--- src/rtl/seven_segment_capture_pkg.sv ---
// rtl/seven_segment_capture_pkg.sv - segment pattern table and FSM state type for the 7-segment capture
package seven_segment_capture_pkg;

  // Segment patterns, bit6..bit0 = A..G, active-high; same table as the display-driver side
  localparam logic [6:0] SEG_BLANK = 7'h00;
  localparam logic [6:0] SEG_0     = 7'h7E;
  localparam logic [6:0] SEG_1     = 7'h30;
  localparam logic [6:0] SEG_2     = 7'h6D;
  localparam logic [6:0] SEG_3     = 7'h79;
  localparam logic [6:0] SEG_4     = 7'h33;
  localparam logic [6:0] SEG_5     = 7'h5B;
  localparam logic [6:0] SEG_6     = 7'h5F;
  localparam logic [6:0] SEG_7     = 7'h70;
  localparam logic [6:0] SEG_8     = 7'h7F;
  localparam logic [6:0] SEG_9     = 7'h7B;
  localparam logic [6:0] SEG_A     = 7'h77;
  localparam logic [6:0] SEG_B     = 7'h1F;
  localparam logic [6:0] SEG_C     = 7'h4E;
  localparam logic [6:0] SEG_D     = 7'h3D;
  localparam logic [6:0] SEG_E     = 7'h4F;
  localparam logic [6:0] SEG_F     = 7'h47;

  typedef enum logic [1:0] {
    ST_IDLE   = 2'd0,
    ST_SETTLE = 2'd1,
    ST_SAMPLE = 2'd2
  } state_e;

endpackage

--- src/rtl/seven_segment_capture_if.sv ---
// rtl/seven_segment_capture_if.sv - display bus in, recovered value out
interface seven_segment_capture_if #(
  parameter int DW   = 7,
  parameter int ERRW = 8
);
  logic [DW-1:0]   seg_in;
  logic            sel_in;
  logic [7:0]      value;
  logic            value_valid;
  logic            digit_err;
  logic [ERRW-1:0] err_count;

  modport master (
    output seg_in, sel_in,
    input  value, value_valid, digit_err, err_count
  );

  modport slave (
    input  seg_in, sel_in,
    output value, value_valid, digit_err, err_count
  );
endinterface

--- src/rtl/seven_segment_capture_seg_pattern_to_hex.sv ---
// rtl/seven_segment_capture_seg_pattern_to_hex.sv - combinational segment pattern to hex nibble decoder
module seg_pattern_to_hex
  import seven_segment_capture_pkg::*;
(
  input  logic [6:0] seg,
  output logic [3:0] nibble,
  output logic       is_hex,
  output logic       is_blank
);

  // Table lookup; anything outside the sixteen glyphs is not hex
  always_comb begin
    nibble   = 4'h0;
    is_hex   = 1'b1;
    is_blank = (seg == SEG_BLANK);
    case (seg)
      SEG_0:   nibble = 4'h0;
      SEG_1:   nibble = 4'h1;
      SEG_2:   nibble = 4'h2;
      SEG_3:   nibble = 4'h3;
      SEG_4:   nibble = 4'h4;
      SEG_5:   nibble = 4'h5;
      SEG_6:   nibble = 4'h6;
      SEG_7:   nibble = 4'h7;
      SEG_8:   nibble = 4'h8;
      SEG_9:   nibble = 4'h9;
      SEG_A:   nibble = 4'hA;
      SEG_B:   nibble = 4'hB;
      SEG_C:   nibble = 4'hC;
      SEG_D:   nibble = 4'hD;
      SEG_E:   nibble = 4'hE;
      SEG_F:   nibble = 4'hF;
      default: is_hex = 1'b0;
    endcase
  end

endmodule

--- src/rtl/seven_segment_capture.sv ---
// rtl/seven_segment_capture.sv - recovers a two-digit hex value from a multiplexed 7-segment bus; SEG_ERR_COUNT_EN adds a saturating error counter
module seven_segment_capture
  import seven_segment_capture_pkg::*;
#(
  parameter int DW     = 7,
  parameter int SETTLE = 16,
  parameter int ERRW   = 8
) (
  input  logic                   clk,
  input  logic                   reset,
  seven_segment_capture_if.slave bus
);

  localparam int CW = (SETTLE > 1) ? $clog2(SETTLE) : 1;
  localparam logic [CW-1:0] CNT_MAX = CW'(SETTLE - 1);

  logic [DW-1:0] seg_meta_q, seg_meta_d, seg_s_q, seg_s_d, seg_prev_q, seg_prev_d;
  logic          sel_meta_q, sel_meta_d, sel_s_q, sel_s_d, sel_prev_q, sel_prev_d;
  state_e        state_q, state_d;
  logic [CW-1:0] cnt_q, cnt_d;
  logic          phase_q, phase_d;
  logic          hi_ok_q, hi_ok_d;
  logic [3:0]    hi_nib_q, hi_nib_d;
  logic [7:0]    value_q, value_d;
  logic          value_valid_q, value_valid_d;
  logic          digit_err_q, digit_err_d;
  logic          sel_edge, seg_change;
  logic [3:0]    nibble;
  logic          is_hex, is_blank;

  seg_pattern_to_hex u_decode (
    .seg      (seg_s_q),
    .nibble   (nibble),
    .is_hex   (is_hex),
    .is_blank (is_blank)
  );

  // Two-flop synchronizers plus one history stage for edge/change detection
  always_comb begin
    seg_meta_d = bus.seg_in;
    seg_s_d    = seg_meta_q;
    seg_prev_d = seg_s_q;
    sel_meta_d = bus.sel_in;
    sel_s_d    = sel_meta_q;
    sel_prev_d = sel_s_q;
  end

  // Settle/sample FSM and pair assembly; a select edge mid-settle breaks the pair
  always_comb begin
    sel_edge      = (sel_s_q != sel_prev_q);
    seg_change    = (seg_s_q != seg_prev_q);
    state_d       = state_q;
    cnt_d         = cnt_q;
    phase_d       = phase_q;
    hi_ok_d       = hi_ok_q;
    hi_nib_d      = hi_nib_q;
    value_d       = value_q;
    value_valid_d = 1'b0;
    digit_err_d   = 1'b0;
    case (state_q)
      ST_IDLE: begin
        if (sel_edge) begin
          state_d = ST_SETTLE;
          cnt_d   = '0;
          phase_d = sel_s_q;
        end
      end
      ST_SETTLE: begin
        if (sel_edge) begin
          cnt_d   = '0;
          phase_d = sel_s_q;
          hi_ok_d = 1'b0;
        end else if (seg_change) begin
          cnt_d = '0;
        end else if (cnt_q == CNT_MAX) begin
          state_d = ST_SAMPLE;
        end else begin
          cnt_d = cnt_q + 1'b1;
        end
      end
      ST_SAMPLE: begin
        state_d = ST_IDLE;
        if (is_blank) begin
          hi_ok_d = 1'b0;
        end else if (!is_hex) begin
          digit_err_d = 1'b1;
          hi_ok_d     = 1'b0;
        end else if (phase_q) begin
          hi_nib_d = nibble;
          hi_ok_d  = 1'b1;
        end else if (hi_ok_q) begin
          value_d       = {hi_nib_q, nibble};
          value_valid_d = 1'b1;
          hi_ok_d       = 1'b0;
        end
        // Select edge arriving while sampling starts the next digit directly
        if (sel_edge) begin
          state_d = ST_SETTLE;
          cnt_d   = '0;
          phase_d = sel_s_q;
        end
      end
      default: state_d = ST_IDLE;
    endcase
  end

  // State and output registers
  always_ff @(posedge clk) begin
    if (reset) begin
      seg_meta_q    <= '0;
      seg_s_q       <= '0;
      seg_prev_q    <= '0;
      sel_meta_q    <= 1'b0;
      sel_s_q       <= 1'b0;
      sel_prev_q    <= 1'b0;
      state_q       <= ST_IDLE;
      cnt_q         <= '0;
      phase_q       <= 1'b0;
      hi_ok_q       <= 1'b0;
      hi_nib_q      <= 4'h0;
      value_q       <= 8'h00;
      value_valid_q <= 1'b0;
      digit_err_q   <= 1'b0;
    end else begin
      seg_meta_q    <= seg_meta_d;
      seg_s_q       <= seg_s_d;
      seg_prev_q    <= seg_prev_d;
      sel_meta_q    <= sel_meta_d;
      sel_s_q       <= sel_s_d;
      sel_prev_q    <= sel_prev_d;
      state_q       <= state_d;
      cnt_q         <= cnt_d;
      phase_q       <= phase_d;
      hi_ok_q       <= hi_ok_d;
      hi_nib_q      <= hi_nib_d;
      value_q       <= value_d;
      value_valid_q <= value_valid_d;
      digit_err_q   <= digit_err_d;
    end
  end

  assign bus.value       = value_q;
  assign bus.value_valid = value_valid_q;
  assign bus.digit_err   = digit_err_q;

`ifdef SEG_ERR_COUNT_EN
  logic [ERRW-1:0] err_count_q, err_count_d;

  // Saturating count, updated in step with the digit_err register
  always_comb begin
    err_count_d = err_count_q;
    if (digit_err_d && (err_count_q != {ERRW{1'b1}})) begin
      err_count_d = err_count_q + 1'b1;
    end
  end

  // Error counter register, cleared only by reset
  always_ff @(posedge clk) begin
    if (reset) begin
      err_count_q <= '0;
    end else begin
      err_count_q <= err_count_d;
    end
  end

  assign bus.err_count = err_count_q;
`else
  assign bus.err_count = '0;
`endif

endmodule

--- src/flat_wrapper.sv ---
// flat-port wrapper written by rule: the top's interface ports become plain ports
module seven_segment_capture_flat import seven_segment_capture_pkg::*;
#(
  parameter int DW     = 7,
  parameter int SETTLE = 16,
  parameter int ERRW   = 8
)
  (clk, reset, bus_seg_in, bus_sel_in, bus_value, bus_value_valid, bus_digit_err, bus_err_count);
  seven_segment_capture_if #(.DW(DW), .ERRW(ERRW)) bus_i ();
  input  logic clk;
  input  logic reset;
  input wire logic [$bits(bus_i.seg_in)-1:0] bus_seg_in;
  input wire logic [$bits(bus_i.sel_in)-1:0] bus_sel_in;
  output wire logic [$bits(bus_i.value)-1:0] bus_value;
  output wire logic [$bits(bus_i.value_valid)-1:0] bus_value_valid;
  output wire logic [$bits(bus_i.digit_err)-1:0] bus_digit_err;
  output wire logic [$bits(bus_i.err_count)-1:0] bus_err_count;
  assign bus_i.seg_in = bus_seg_in;
  assign bus_i.sel_in = bus_sel_in;
  assign bus_value = bus_i.value;
  assign bus_value_valid = bus_i.value_valid;
  assign bus_digit_err = bus_i.digit_err;
  assign bus_err_count = bus_i.err_count;
  seven_segment_capture #(.DW(DW), .SETTLE(SETTLE), .ERRW(ERRW)) u_core (.clk(clk), .reset(reset), .bus(bus_i));
endmodule
--- config.mk ---
export PLATFORM = sky130hd
export DESIGN_NAME = seven_segment_capture_flat
export DESIGN_NICKNAME = d
export VERILOG_FILES = /design/src/rtl/seven_segment_capture_pkg.sv /design/src/rtl/seven_segment_capture_if.sv /design/src/rtl/seven_segment_capture_seg_pattern_to_hex.sv /design/src/rtl/seven_segment_capture.sv /design/src/flat_wrapper.sv
export SDC_FILE = /design/constraint.sdc
export NUM_CORES = 1
export LEC_CHECK = 0
export BUFFER_PORTS_ARGS = -buffer_cell sky130_fd_sc_hd__buf_2
export CAP_MARGIN = 10
export CELL_PAD_IN_SITES_DETAIL_PLACEMENT = 1
export CELL_PAD_IN_SITES_GLOBAL_PLACEMENT = 1
export CORE_MARGIN = 4
export CORE_UTILIZATION = 44
export DETAILED_ROUTE_END_ITERATION = 16
export GPL_ROUTABILITY_DRIVEN = 0
export PLACE_DENSITY = 0.77
export SLEW_MARGIN = 20
export SYNTH_ARGS = -nofsm -noshare
export SYNTH_HDL_FRONTEND = slang
export SYNTH_SLANG_ARGS = --single-unit
--- constraint.sdc ---
create_clock -name clk -period 2.2 [get_ports clk]
set_clock_uncertainty 0.05 [all_clocks]
set_input_delay 0.44 -clock clk [delete_from_list [all_inputs] [get_ports clk]]
set_output_delay 0.44 -clock clk [all_outputs]
set_load 0.05 [all_outputs]
=== Word-level counts from Yosys, hierarchy flattened ===
Index checks and enable logic that the tools add are counted.

* Bits in registers: 46
* Input bits: 10
* Output and inout port bits: 18
* Logic and storage cells: 82

* Add/subtract/negate cells: 1
* Equal/unequal tests: 28
* Multiplexer cells: 20
* Bitwise logic cells: 4
* Reductions and logical operators: 15

{| class="wikitable"
|+ Operators by type and width
! kind !! number
|-
| 7-bit == test (second input constant) || 12
|-
| 4-bit case mux with 15 select lines || 1
|-
| 7-bit by 6-bit == test with 1-bit output (second input constant) || 3
|-
| 4-bit 2-to-1 mux || 4
|-
| 16-bit OR reduction || 1
|-
| 1-bit 2-to-1 mux || 8
|-
| 2-bit 2-to-1 mux || 4
|-
| 2-bit by 1-bit != test with 1-bit output (second input constant) || 4
|-
| 4-bit case mux with 2 select lines || 1
|-
| 4-bit AND reduction || 2
|-
| 7-bit by 5-bit == test with 1-bit output (second input constant) || 1
|-
| 7-bit zero test || 1
|-
| 7-bit != test || 1
|-
| 2-bit case mux with 3 select lines || 1
|-
| 3-bit OR reduction || 2
|-
| 5-bit AND reduction || 1
|-
| 5-bit OR reduction || 1
|-
| 4-bit by 1-bit adder with 4-bit output (second input constant) || 1
|-
| 4-bit == test (second input constant) || 1
|-
| 2-bit != test (second input constant) || 2
|-
| 4-bit by 2-bit != test with 1-bit output (second input constant) || 1
|-
| 1-bit inverter || 4
|-
| 2-bit AND reduction || 2
|-
| 2-bit nonzero test || 2
|-
| 7 further kinds || 7
|}

=== Depth between registers and ports, before layout ===
* Word-level depth: 6
* Gate-level depth with buffers: 7
* Depth with buffers taken out: 5

=== Cells and area by module ===
A second synthesis with hierarchy kept.

* Cell total of the unflattened synthesis: 224
* Area total of the unflattened synthesis: 2122.0 µm²

{| class="wikitable"
|+ Modules (own cells, without submodules)
! module !! instances !! cells an instance !! area an instance (µm²) !! sequential area each (µm²)
|-
| seven_segment_capture || 1 || 167 || 1740.4 || 920.9
|-
| seg_pattern_to_hex || 1 || 57 || 381.6 || 0.0
|}

=== Worst setup path before layout ===
Ideal clock, no wire load.

* Kind: reg-to-reg
* Start point: register u_core.seg_s_q[3], in the netlist u_core.seg_prev_d[3]
* End point: register u_core.hi_nib_q[0]
* Setup time: 0.123 ns
* Arrival: 1.755 ns
* Data required time: 2.027 ns
* Setup slack: 0.271 ns
* Stages on the path, launching flop included: 7
* Path buffers: 1
* Period minus slack after synthesis: 1.929 ns
* Cells stage by stage: dfxtp_1 buf_6 or4b_4 a21oi_4 a311oi_4 a21oi_2 mux2_1

* Word-level cells in the longest chain between the ends: 4
* Elaborated cells between the ends (all ways): 22
* Classes of those cells: eq/ne: 16; mux: 2; bitwise: 1; reduce/logical: 3

{| class="wikitable"
|+ RTL lines
! element !! RTL line !! source
|-
| start: declaration || seven_segment_capture.sv:17 || <nowiki>logic [DW-1:0] seg_meta_q, seg_meta_d, seg_s_q, seg_s_d, seg_prev_q, seg_prev_d;</nowiki>
|-
| start signal: assignment || seven_segment_capture.sv:126 || <nowiki>seg_s_q <= seg_s_d;</nowiki>
|-
| 7-bit == test (tied with other cells) || seven_segment_capture_seg_pattern_to_hex.sv:16 || <nowiki>case (seg)</nowiki>
|-
| 16-bit OR reduction (no source line) || -- ||
|-
| 1-bit 2-to-1 mux || seven_segment_capture_seg_pattern_to_hex.sv:16 ||
|-
| 4-bit AND reduction (no source line) || -- ||
|-
| end signal: assignment || seven_segment_capture.sv:135 || <nowiki>hi_nib_q <= hi_nib_d;</nowiki>
|-
| end: declaration || seven_segment_capture.sv:23 || <nowiki>logic [3:0] hi_nib_q, hi_nib_d;</nowiki>
|}

Several ways; a longest one is shown, not always the timed one.
A chain may end at the register's enable or synchronous reset.

=== Worst setup path after layout ===
* Start point: register u_core.seg_s_q[2], in the netlist u_core.seg_prev_d[2]
* End point: register u_core.value_q[4], in the netlist u_core.bus.value[4]

* Word-level cells in the longest chain between the ends: 4
* Elaborated cells between the ends (all ways): 21
* Classes of those cells: eq/ne: 16; mux: 1; bitwise: 1; reduce/logical: 3

{| class="wikitable"
|+ RTL lines
! element !! RTL line !! source
|-
| 7-bit == test (tied with other cells) || seven_segment_capture_seg_pattern_to_hex.sv:16 ||
|-
| 16-bit OR reduction (no source line) || -- ||
|-
| 1-bit 2-to-1 mux || seven_segment_capture_seg_pattern_to_hex.sv:16 ||
|-
| 5-bit AND reduction (no source line) (*) || -- ||
|-
| end signal: assignment || seven_segment_capture.sv:136 || <nowiki>value_q <= value_d;</nowiki>
|-
| end: declaration || seven_segment_capture.sv:24 || <nowiki>logic [7:0] value_q, value_d;</nowiki>
|}

Every way passes the cells marked *; elsewhere a longest branch is shown, timed or not.

==> impl_metrics.py <==
metrics = {
    "finish": {
        "nets": 243,
        "diodes": 0,
        "postLayoutCellArea_um2": 2300,
        "syn_to_final_growth_pct": 9.71,
        "drive_gt1_share_pct": 20.6,
    },
    "placement": {
        "dp_hpwl_um": 3120,
        "placed_area_um2": 2220,
        "port_buffers": 19,
        "dp_worst_setup_slack_ns": 0.150,
    },
    "yosys": {
        "async_flop_share_pct": 0,
        "post-synth-top-area-fraction_pct": 43.9,
        "synth_seq_cells": 46,
        "yosysTopAreaCell": "dfxtp_1",
        "ys_seq_area_share_pct": 43.9,
        "syn_area_per_cell_um2": 9.95,
        "syn-instance-count": 211,
        "yosys_warnings": 0,
        "synth_edf_count": 0,
        "ys_types": 52,
        "syn_area_um2": 2100,
        "synth_ff_type": "dfxtp_1",
        "synth_area_leaders": "dfxtp_1 (44%), nor2b_1 (8.0%), xnor2_1 (3.8%), buf_4 (3.6%), nand2b_1 (3.6%)",
    },
    "floorplanning": {
        "num_rows": 24,
        "ios": 28,
        "initial_core_util_pct": 46.9,
        "die_w_um": 77.1,
        "core_um2": 4470,
        "die_area_um2": 5940,
        "dieHeight_um": 77.1,
    },
    "setup_path": {
        "critPathLaunchType": "register",
        "crit_path_end_kind": "register",
        "worstPathRequired_ns": 2.35,
        "critPathKind": "reg -> reg",
        "cp_max_fo": 7,
        "cp.arrival_ns": 2.23,
    },
    "timing": {
        "whs_ns": 0.291,
        "max_freq_mhz": 481,
        "setup_viol": 0,
        "tns_ns": 0,
        "final.period_utilization_pct": 94.5,
        "final-hold-violation-count": 0,
        "tightestPinTransition_ns": 0.599,
        "slew_viol_final": 0,
        "fin_ws_ns": 0.122,
        "rsz0062_at_grt": "false",
        "period_needed_ns": 2.08,
        "relSlewSlack_pct": 60.1,
    },
    "clock_tree": {
        "clk_pin_slew_ns": 0.09,
        "cts.sink_count": 46,
        "numCtsBuffers": 5,
        "root_buffer": "clkbuf_8",
        "h-tree-depth": 2,
        "cts_setup_buffers": 0,
        "cts_hold_buf": 0,
        "cts-resized-gates": 0,
        "cts_buffer_depth": 2,
        "cts_tree": "built",
        "clock_latency_ns": 0.31,
    },
    "grt": {
        "grt_max_degree": 37,
        "grt_pass1_wl_um": 7780,
        "grt_pass1_vias": 1638,
        "grt_usage_pct": 16.1,
        "antenna_found_initial": 0,
        "overflow": 0,
    },
    "routing": {
        "routed-via-count": 1555,
        "routedWlPerCell_um": 15.6,
        "initialDrtViolationCount": 56,
        "vias_per_cell": 5.46,
        "wl_um": 4440,
        "drc": 0,
        "dr.pass1.iters": 4,
        "ant_nets": 0,
    },
    "outcome": {
        "outcome": "complete, no violations",
    },
    "power_and_ir_drop": {
        "p_leak_nw": 0.844,
        "vdd_drop_max_mv": 0.470,
        "power_density_nw_per_um2": 657,
    },
    "hold_path": {
        "min_path_type": "in -> reg",
    },
    "run": {
        "cap_viol_max_count": 0,
    },
}
==> cells in the mapped netlist (5+ instances only) <==
library cell,number
dfxtp_1,46
nor2b_1,27
nand2b_1,12
a21oi_1,10
buf_4,10
xnor2_1,9
o21ai_0,8
nand2_1,7
clkbuf_1,6
nor3_1,6
mux2i_1,5
nand3_1,5
nand3b_1,5
==> routing by layer <==
metal	global-route usage [%]	up-vias	share of wire [%]
met5	0	-	0
met4	5.34	0	1.9
li1	-	765	-
met1	19.1	751	45
met3	4.22	8	3.6
met2	28.3	31	50
==> layout make-up <==
cell class	count	area (um^2)
tap	52	65.1
multi-input combinational	150	1060
clock buffer	6	72.6
fill	512	2170
timing repair buffer	28	163
clock inverter	2	13.8
inverter	1	3.75
sequential	46	921
==> power by group <==
part / internal (W) / switching [W] / leakage, nW / total, W
clock: 0.000225 / 0.000290 / 0.0452 / 0.000515
sequential: 0.000853 / 0.0000232 / 0.375 / 0.000876
combinational: 0.0000450 / 0.0000781 / 0.423 / 0.000123
total: 0.00112 / 0.000392 / 0.844 / 0.00151
==> flip-flops by register name, summed over array words and instances, names as in the netlist, 2 cells and up <==
register           flops
u_core.bus.value       8
u_core.seg_meta_q      7
u_core.seg_prev_d      7
u_core.seg_prev_q      7
u_core.cnt_q           4
u_core.hi_nib_q        4
u_core.state_q         2
==> stage by stage <==
step,util [%],cells,total power (W)
after global placement,49.6,277,0.00101
after CTS,51.5,285,0.00153
after global routing,51.5,285,0.00158
final,51.5,285,0.00151
after detailed placement,49.6,277,0.00102
after floorplan,-,218,0.00100
==> cells by family (layout without fill, tap and decap cells) <==
group	after synthesis	in the layout	synth area share, %
buf+inv	22	37	6.67
compound gates	38	38	14.2
simple gates	86	86	26.3
fa+ha+maj	1	1	0.596
other cells	1	8	0.179
xor+xnor	9	9	3.75
flops	46	46	43.9
mux	8	8	4.35
==> path summary, 6_finish.rpt <==
| kind | startpoint | endpoint | slack (ns) | cells after the start |
|---|---|---|---|---|
| setup / recovery | u_core.seg_prev_d[2]$_SDFF_PP0_ | u_core.bus.value[4]$_SDFFE_PP0P_ | 0.12 | 5 |
| hold / removal | bus_seg_in[5] | u_core.seg_meta_q[5]$_SDFF_PP0_ | 0.29 | 2 |
| setup reg to reg | u_core.seg_prev_d[2]$_SDFF_PP0_ | u_core.bus.value[4]$_SDFFE_PP0P_ | 0.12 | 5 |
| hold reg to reg | u_core.seg_meta_q[6]$_SDFF_PP0_ | u_core.seg_prev_d[6]$_SDFF_PP0_ | 0.40 | 1 |
==> cell usage in the layout (no fill, tap or decap), types with 6 or more instances in the layout <==
cell,instances
buf_2,19
nand2b_1,12
o21ai_0,8
buf_4,9
nand2_1,7
nor3_1,6
xnor2_1,9
conb_1,8
dfxtp_1,46
a21oi_1,10
nor2b_1,27
==> critical path, stage by stage, from the launching register on <==
cell and delay, ns:
dfxtp_1 0.47, or3b_2 0.50, o32ai_2 0.24, a311oi_4 0.13
a21o_4 0.29, mux2_4 0.30
Note: power is estimated with default switching activity, not from simulation.
